$ cat config.mk
export PLATFORM = sky130hd
export DESIGN_NAME = pwm_clock_divider_flat
export DESIGN_NICKNAME = d
export VERILOG_FILES = /design/src/rtl/pwm_clock_divider_if.sv /design/src/rtl/pwm_clock_divider.sv /design/src/flat_wrapper.sv
export SDC_FILE = /design/constraint.sdc
export NUM_CORES = 1
export LEC_CHECK = 0
export CAP_MARGIN = 20
export CORE_MARGIN = 5
export CORE_UTILIZATION = 55
export CTS_CLUSTER_SIZE = 40
export DETAILED_ROUTE_END_ITERATION = 7
export PLACE_DENSITY = 0.7
export SLEW_MARGIN = 25
export SYNTH_ARGS = -nofsm -noshare
export SYNTH_HDL_FRONTEND = slang
export SYNTH_SLANG_ARGS = --single-unit
$ cat constraint.sdc
create_clock -name clock -period 2.6 [get_ports clock]
set_input_delay 0.26 -clock clock [delete_from_list [all_inputs] [get_ports clock]]
set_output_delay 0.26 -clock clock [all_outputs]
set_load 0.02 [all_outputs]
$ cat src/rtl/pwm_clock_divider_if.sv
// Write port of the PWM clock divider: one strobe loads one shadow register
// (period or high time) of one channel.
interface pwm_clock_divider_if #(
  parameter int CHANNELS = 4,
  parameter int WIDTH    = 12
);
  localparam int CW = (CHANNELS > 1) ? $clog2(CHANNELS) : 1;

  logic             wr_en;
  logic [CW-1:0]    wr_chan;
  logic             wr_sel;
  logic [WIDTH-1:0] wr_data;

  modport master (output wr_en, output wr_chan, output wr_sel, output wr_data);
  modport slave  (input  wr_en, input  wr_chan, input  wr_sel, input  wr_data);
endinterface

$ cat src/rtl/pwm_clock_divider.sv
// Multi-channel programmable clock divider / PWM generator. Settings are
// written into shadow registers and reach the active set only at a period boundary.
module pwm_clock_divider #(
  parameter int CHANNELS       = 4,
  parameter int WIDTH          = 12,
  parameter int DEFAULT_PERIOD = 390,
  parameter int DEFAULT_HIGH   = 195
) (
  input  logic                clock,
  input  logic                resetn,
  input  logic [CHANNELS-1:0] enable,
  pwm_clock_divider_if.slave  wr,
  output logic [CHANNELS-1:0] pwm_out,
  output logic [CHANNELS-1:0] period_tick,
  output logic [CHANNELS-1:0] update_pending
);

  localparam logic [WIDTH-1:0] DEF_PER = WIDTH'(DEFAULT_PERIOD);
  localparam logic [WIDTH-1:0] DEF_HI  = WIDTH'(DEFAULT_HIGH);

  logic [WIDTH-1:0]    cnt_q    [CHANNELS];
  logic [WIDTH-1:0]    cnt_d    [CHANNELS];
  logic [WIDTH-1:0]    per_act_q[CHANNELS];
  logic [WIDTH-1:0]    per_act_d[CHANNELS];
  logic [WIDTH-1:0]    hi_act_q [CHANNELS];
  logic [WIDTH-1:0]    hi_act_d [CHANNELS];
  logic [WIDTH-1:0]    per_sh_q [CHANNELS];
  logic [WIDTH-1:0]    per_sh_d [CHANNELS];
  logic [WIDTH-1:0]    hi_sh_q  [CHANNELS];
  logic [WIDTH-1:0]    hi_sh_d  [CHANNELS];
  logic [CHANNELS-1:0] en_q;
  logic [CHANNELS-1:0] pend_q;
  logic [CHANNELS-1:0] pend_d;
  logic [CHANNELS-1:0] hit;

  always_comb begin
    cnt_d     = cnt_q;
    per_act_d = per_act_q;
    hi_act_d  = hi_act_q;
    per_sh_d  = per_sh_q;
    hi_sh_d   = hi_sh_q;
    pend_d    = pend_q;
    hit       = '0;
    for (int unsigned i = 0; i < CHANNELS; i++) begin
      // Out-of-range wr_chan matches no loop index, so it is dropped here.
      hit[i] = wr.wr_en && (32'(wr.wr_chan) == i);
      if (hit[i] && !wr.wr_sel) per_sh_d[i] = wr.wr_data;
      if (hit[i] &&  wr.wr_sel) hi_sh_d[i]  = wr.wr_data;
      // Load from the post-write shadow so a write on a wrap/idle edge bypasses.
      if (!en_q[i] || (cnt_q[i] == per_act_q[i])) begin
        cnt_d[i]     = '0;
        per_act_d[i] = per_sh_d[i];
        hi_act_d[i]  = hi_sh_d[i];
        pend_d[i]    = 1'b0;
      end else begin
        cnt_d[i]  = cnt_q[i] + WIDTH'(1);
        pend_d[i] = pend_q[i] | hit[i];
      end
    end
  end

  always_ff @(posedge clock or negedge resetn) begin
    if (!resetn) begin
      for (int unsigned i = 0; i < CHANNELS; i++) begin
        cnt_q[i]     <= '0;
        per_act_q[i] <= DEF_PER;
        hi_act_q[i]  <= DEF_HI;
        per_sh_q[i]  <= DEF_PER;
        hi_sh_q[i]   <= DEF_HI;
      end
      en_q   <= '0;
      pend_q <= '0;
    end else begin
      cnt_q     <= cnt_d;
      per_act_q <= per_act_d;
      hi_act_q  <= hi_act_d;
      per_sh_q  <= per_sh_d;
      hi_sh_q   <= hi_sh_d;
      en_q      <= enable;
      pend_q    <= pend_d;
    end
  end

  always_comb begin
    pwm_out     = '0;
    period_tick = '0;
    for (int unsigned i = 0; i < CHANNELS; i++) begin
      pwm_out[i]     = en_q[i] && (cnt_q[i] < hi_act_q[i]);
      period_tick[i] = en_q[i] && (cnt_q[i] == per_act_q[i]);
    end
    update_pending = pend_q;
  end

endmodule

$ cat src/flat_wrapper.sv
// flat-port wrapper written by rule: the top's interface ports become plain ports
module pwm_clock_divider_flat 
#(
  parameter int CHANNELS       = 4,
  parameter int WIDTH          = 12,
  parameter int DEFAULT_PERIOD = 390,
  parameter int DEFAULT_HIGH   = 195
)
  (clock, resetn, enable, pwm_out, period_tick, update_pending, wr_wr_en, wr_wr_chan, wr_wr_sel, wr_wr_data);
  pwm_clock_divider_if #(.CHANNELS(CHANNELS), .WIDTH(WIDTH)) wr_i ();
  input  logic clock;
  input  logic resetn;
  input  logic [CHANNELS-1:0] enable;
  output logic [CHANNELS-1:0] pwm_out;
  output logic [CHANNELS-1:0] period_tick;
  output logic [CHANNELS-1:0] update_pending;
  input wire logic [$bits(wr_i.wr_en)-1:0] wr_wr_en;
  input wire logic [$bits(wr_i.wr_chan)-1:0] wr_wr_chan;
  input wire logic [$bits(wr_i.wr_sel)-1:0] wr_wr_sel;
  input wire logic [$bits(wr_i.wr_data)-1:0] wr_wr_data;
  assign wr_i.wr_en = wr_wr_en;
  assign wr_i.wr_chan = wr_wr_chan;
  assign wr_i.wr_sel = wr_wr_sel;
  assign wr_i.wr_data = wr_wr_data;
  pwm_clock_divider #(.CHANNELS(CHANNELS), .WIDTH(WIDTH), .DEFAULT_PERIOD(DEFAULT_PERIOD), .DEFAULT_HIGH(DEFAULT_HIGH)) u_core (.clock(clock), .resetn(resetn), .enable(enable), .wr(wr_i), .pwm_out(pwm_out), .period_tick(period_tick), .update_pending(update_pending));
endmodule
==> results.txt, run 1 <==
Status = completed
WL/cell = 18.5 um
Endpoint, Worst Hold = u_core.en_q[2]
VDD IR-drop max = 0.657 mV
Critical-path top delay cell = dfstp_2
Post-synth ARST share = 100%
CP Capture Type = output port
Fillers = 1510
Layout cells sized above 1 = 37.8%
DR vias/cell = 5.44
CP Class = flop to output port
PortBufs = 33
Final nets = 1005
Via count = 6662
CP Launch Type = flop
Fin crit period = 2.57 ns
Required time of the critical path = 2.34 ns
Max-slew headroom = 51.6%
Clk pin slew, worst setup/hold paths = 0.06 ns
EDFF count, synth = 0
Max incr delay on CP = 0.53 ns
Fmax = 389 MHz
Setup violators final = 0
Reg2Reg Depth = 6
Worst R2R End = u_core.hi_act_q[8]
Synth Warn # = 0
Worst Path Arrival = 2.31 ns
Fin. max-slew vios = 0
Maxcap violations = 0
Clk sinks = 248
Die Y = 153 um
Syn Nets = 927
Clock Root Buffer = clkbuf_16
Die ar. = 23600 um^2
First-pass GRT wire length = 37.8 mm
Diode count = 0
Max FO, Critical Path = 2
Initial DRC count = 313
Routed Antenna Nets = 0
Number of iterations in the first detailed-routing pass = 4
Core region area = 20200 um^2
Die W = 153 um
Sequential area share after synthesis = 55.5%
Period utilization = 98.8%
Slew @ Worst Pin = 0.724 ns
Skew final = 0.00741 ns
Top FF cell, synth = dfrtp_1
Hpwl dp = 15.3 mm
Leak = 5.91 nW
GRT Total Usage = 19.8%
# DRC = 0
Starting Density = 55.9%
Unrepaired setup endpoints after global routing = yes
Worst skew pair latency = 0.52 ns
Layout area overhead = 15.6%
Synth Instances = 857
Synth Area per Inst = 13.2 um^2
RD Place Congestion = 0.905
Cell depth of the worst hold path = 1
Vias in the first global route = 7190
Setup TNS = 0 ns
H-tree depth = 1
CTS Buffer Depth = 3
FF-to-FF Start = u_core.cnt_q[6]
Synthesized area = 11300 um^2
Num CTS Buffers = 26
Cells along the critical path = inv_2 -> ha_4 -> a21o_1 -> a211oi_2 -> o22ai_2 -> nor4b_2 -> buf_4
Total power draw = 10.5 mW
Synthesized flop and latch total = 248
Rows = 52
Initial antenna violation count = 1
Hold Crit Class = primary input to flop
Gr ovfl total = 0
Final count of hold timing violations = 0
Synth unique cells = 37
# IOs = 34
Hold Path Origin = enable[2]
CTS tree = yes
Worst R2R Setup Slack = 0.42 ns
WL final = 22.7 mm
Pin count of the biggest net entering global routing = 69
Power per Cell Area = 806 nW/um^2
-- sequential cells by signal (all words and copies together), names as in the netlist --
name / cells
u_core.update_pending: 4
u_core.per_act_q: 48
u_core.en_q: 4
u_core.hi_act_q: 48
u_core.hi_sh_q: 48
u_core.cnt_q: 48
u_core.per_sh_q: 48
-- stage by stage --
stage | util (%) | cells | setup WS [ns] | hold slack (ns) | instance area (um^2)
after global placement | 60.0 | 1173 | 0.0764 | 0.216 | 12100
after detailed placement | 60.0 | 1173 | 0.0841 | 0.227 | 12100
after floorplan | - | 857 | 0.337 | -0.0356 | 11300
after global routing | 64.7 | 1224 | -0.0435 | 0.170 | 13100
final | 64.7 | 1224 | 0.0300 | 0.176 | 13100
after CTS | 64.2 | 1221 | -0.0260 | 0.158 | 13000
-- layout by cell type, fill, tap and decap left out, types with 5 or more instances in the layout --
master,Yosys,layout
nand2b_1,5,5
nand3_1,19,18
clkbuf_16,0,27
a21o_1,7,7
and3_1,16,16
dfstp_2,64,64
clkbuf_1,0,5
and4_1,9,9
a21oi_1,16,13
xnor2_1,51,51
nand4_1,13,13
mux2_2,191,191
nor2_1,66,66
dfrtp_1,184,183
buf_4,11,40
inv_1,50,48
buf_12,0,5
nand2_1,13,13
ha_1,48,45
xor2_1,37,37
clkinv_2,0,6
clkdlybuf4s50_1,0,24
clkbuf_8,0,9
-- per-layer routing --
metal / GRT usage [%] / wire [um] / up-vias
li1: - / - / 3121
met3: 2.88 / 731 / 40
met2: 32.4 / 11100 / 107
met5: 0 / 0 / -
met4: 5.72 / 638 / 0
met1: 27.8 / 10200 / 3394
-- synthesized netlist by cell type (all sizes together) (3+ instances only) --
cell      n  area (um^2)
nor3      4         20.0
a21bo     4         40.0
o21ai     6         30.0
a221o     3         30.0
dfstp    64         1680
xor2     37          324
buf      25          203
nand2    13         48.8
and3     16          100
nor2     66          248
nand3b    3         22.5
a21oi    16         80.1
nand2b    5         31.3
and4      9         78.8
xnor2    51          447
nor2b     4         25.0
nor4      5         31.3
dfrtp   184         4600
inv      50          188
a21o      7         52.6
ha       48          601
nand3    19         95.1
nand4    13         81.3
mux2    192         2160
-- critical path, delay by kind of cell (launching register included) --
kind,cells,cell delay [ns]
adders and majority gates,1,0.20
buffers and inverters,2,0.23
DFF,1,0.53
and+or+nand+nor,1,0.28
AOI/OAI and AO/OA,3,0.55
-- what timing repair did --
item | CTS | global route
pin swaps | 0 | 11
endpoints found under the hold margin | 42 | 0
endpoints found under the setup margin | 8 | 4
resized for setup | 24 | 18
hold buffers | 1 | 0
setup buffers | 0 | 3
-- layout make-up --
type                       instances  area, um^2  area share, %
inverter                          50         188           1.43
sequential                       248        6290           48.0
tap                              270         338           2.58
clock inverter                     6        30.0          0.229
clock buffer                      41         818           6.25
multi-input combinational        534        4730           36.1
timing repair buffer              75         701           5.35
-- power breakdown --
| group | total (mW) | leakage (nW) | switching, mW | internal, mW |
|---|---|---|---|---|
| registers | 5.18 | 2.97 | 0.381 | 4.80 |
| clock network | 3.58 | 0.427 | 1.44 | 2.14 |
| logic | 1.79 | 2.52 | 0.809 | 0.979 |
-- logic make-up (layout without fill, tap and decap cells) --
kind of cell	count (synthesis)	in the layout	synth area share, %
xor+xnor	88	88	6.81
mux	192	192	19.1
compound gates	41	41	2.37
simple gates	165	165	7.45
flops	248	248	55.5
fa+ha+maj	48	48	5.31
buf+inv	75	172	3.45
-- worst max path at each step --
| stage | start | to | slack [ns] |
|---|---|---|---|
| floorplan | u_core.hi_act_q[25] | pwm_out[1] | 0.34 |
| global placement | u_core.hi_act_q[25] | pwm_out[1] | 0.08 |
| detailed placement | u_core.hi_act_q[25] | pwm_out[1] | 0.08 |
| CTS | u_core.hi_act_q[25] | pwm_out[1] | -0.03 |
| global route | u_core.hi_act_q[25] | pwm_out[1] | -0.04 |
| finish | u_core.hi_act_q[25] | pwm_out[1] | 0.03 |
Power figures use the tool's default switching activity.
==> inputs of run 2 (changes only) <==
--- a/config.mk
+++ b/config.mk
@@ -10,6 +10,7 @@
 export CORE_UTILIZATION = 55
 export CTS_CLUSTER_SIZE = 40
 export DETAILED_ROUTE_END_ITERATION = 7
+export MAX_ROUTING_LAYER = met4
 export PLACE_DENSITY = 0.7
 export SLEW_MARGIN = 25
 export SYNTH_ARGS = -nofsm -noshare
==> run 2 against run 1 <==
Sequential power about the same. Hold slack improved by 0.00072 ns. Clock skew about the same. Critical path depth stayed put. Setup slack is essentially flat. Die area unchanged. First-iteration DRC count is 4.2% lower. Sequential share of layout area unchanged. Non-clock buffer count did not move.
==> results.txt, run 2 (same netlist as run 1, synthesis figures left out) <==
Layout cells sized above 1 = 37.8%
Die ar. = 23600 um^2
Final count of hold timing violations = 0
Unrepaired setup endpoints after global routing = yes
Fmax = 389 MHz
First-pass GRT wire length = 37.8 mm
CP Class = flop to output port
Sw frac = 24.9%
Period utilization = 98.8%
Die W = 153 um
Cell Int Power = 7.92 mW
Required time of the critical path = 2.34 ns
Max FO, Critical Path = 2
Worst skew pair latency = 0.52 ns
PortBufs = 33
CP Launch Type = flop
Clk sinks = 248
Sequential Power Share = 49.1%
Total power draw = 10.6 mW
Num CTS Buffers = 26
CTS Buffer Depth = 3
Sw Pwr = 2.63 mW
Initial DRC count = 300
Cell Count, Final, Fillers Out = 1224
Max-slew headroom = 52.3%
Most common cell after layout, fill and taps aside = mux2_2
Fin util = 64.7%
FF-to-FF Start = u_core.cnt_q[6]
Worst Slack Setup Final = 0.0299 ns
Maxcap violations = 0
Final nets = 1005
Routed Antenna Nets = 0
Multi-input gate area = 4730 um^2
# IOs = 34
VDD IR-drop max = 0.654 mV
Leak = 5.91 nW
Status = completed
Gr ovfl total = 0
Die Y = 153 um
Comb power frac = 17.0%
CTS tree = yes
Slew @ Worst Pin = 0.713 ns
Worst slack at placement = 0.0841 ns
Fin. max-slew vios = 0
Setup TNS = 0 ns
Clock Root Buffer = clkbuf_16
Hold Crit Class = primary input to flop
Layout area overhead = 15.6%
Power per Cell Area = 806 nW/um^2
Via count = 6650
Clock share of power = 34.0%
Reg area = 6290 um^2
Worst Path Arrival = 2.31 ns
Clk pin slew, worst setup/hold paths = 0.06 ns
Diode count = 0
Initial antenna violation count = 1
CP Capture Type = output port
GRT Total Usage = 20.4%
Hold Path Origin = enable[2]
WL/cell = 18.6 um
Starting Density = 55.9%
DR vias/cell = 5.43
Final instance area = 13100 um^2
RD Place Congestion = 0.921
# DRC = 0
WL final = 22.7 mm
Fillers = 1510
Core region area = 20200 um^2
Worst hold margin = 0.177 ns
Setup violators final = 0
Most frequent cells in the layout = mux2_2 (191), dfrtp_1 (183), nor2_1 (66)
H-tree depth = 1
Total placed cells including tap cells = 1173
Number of iterations in the first detailed-routing pass = 4
Hpwl dp = 15.3 mm
Vias in the first global route = 7195
Rows = 52
Post-DP Area = 12100 um^2
Pin count of the biggest net entering global routing = 69
Skew final = 0.00783 ns
Fin crit period = 2.57 ns
CP startpoint = u_core.hi_act_q[25]
-- run 2: critical path: stages (launching register included) --
cell and delay, ns:
dfstp_2 0.53, inv_2 0.05, ha_4 0.20, a21o_1 0.19, a211oi_2 0.23, o22ai_2 0.13, nor4b_2 0.28, buf_4 0.18
-- run 2: power by group through the flow --
stage               combinational, mW  sequential, mW  clock, mW
finish                           1.79            5.18       3.58
global route                     2.00            5.26       3.84
CTS                              1.78            5.18       3.69
detailed placement               1.75            5.25          0
global placement                 1.68            5.20          0
floorplan                        1.30            5.11          0
-- run 2: repair_timing --
action	CTS	global route
endpoints found under the setup margin	8	4
setup buffers	0	3
pin swaps	0	11
endpoints found under the hold margin	42	0
resized for setup	24	18
hold buffers	1	0
-- run 2: final cells by class --
class / count / share of cell area (%)
Clock inverter: 6 / 0.229
Multi-Input combinational cell: 534 / 36.1
Timing Repair Buffer: 75 / 5.35
Clock buffer: 41 / 6.25
Tap cell: 270 / 2.58
Inverter: 50 / 1.43
Sequential cell: 248 / 48.0
-- run 2: worst paths after layout --
check                                           end  slack [ns]  depth (start not counted)
worst max-delay path                     pwm_out[1]        0.03                          7
worst min-delay path                 u_core.en_q[2]        0.18                          1
worst max register to register   u_core.hi_act_q[8]        0.41                          6
worst min register to register   u_core.hi_sh_q[14]        0.49                          1
max in group asynchronous       u_core.hi_act_q[24]        1.44                          3
min in group asynchronous           u_core.cnt_q[9]        0.28                          2
-- run 2: metal layers --
| layer | vias to the layer above | wire length (um) | track usage [%] |
|---|---|---|---|
| li1 | 3126 | - | - |
| met1 | 3384 | 10300 | 27.8 |
| met2 | 104 | 11200 | 32.5 |
| met3 | 36 | 721 | 2.83 |
| met4 | 0 | 531 | 5.72 |
| met5 | - | 0 | - |
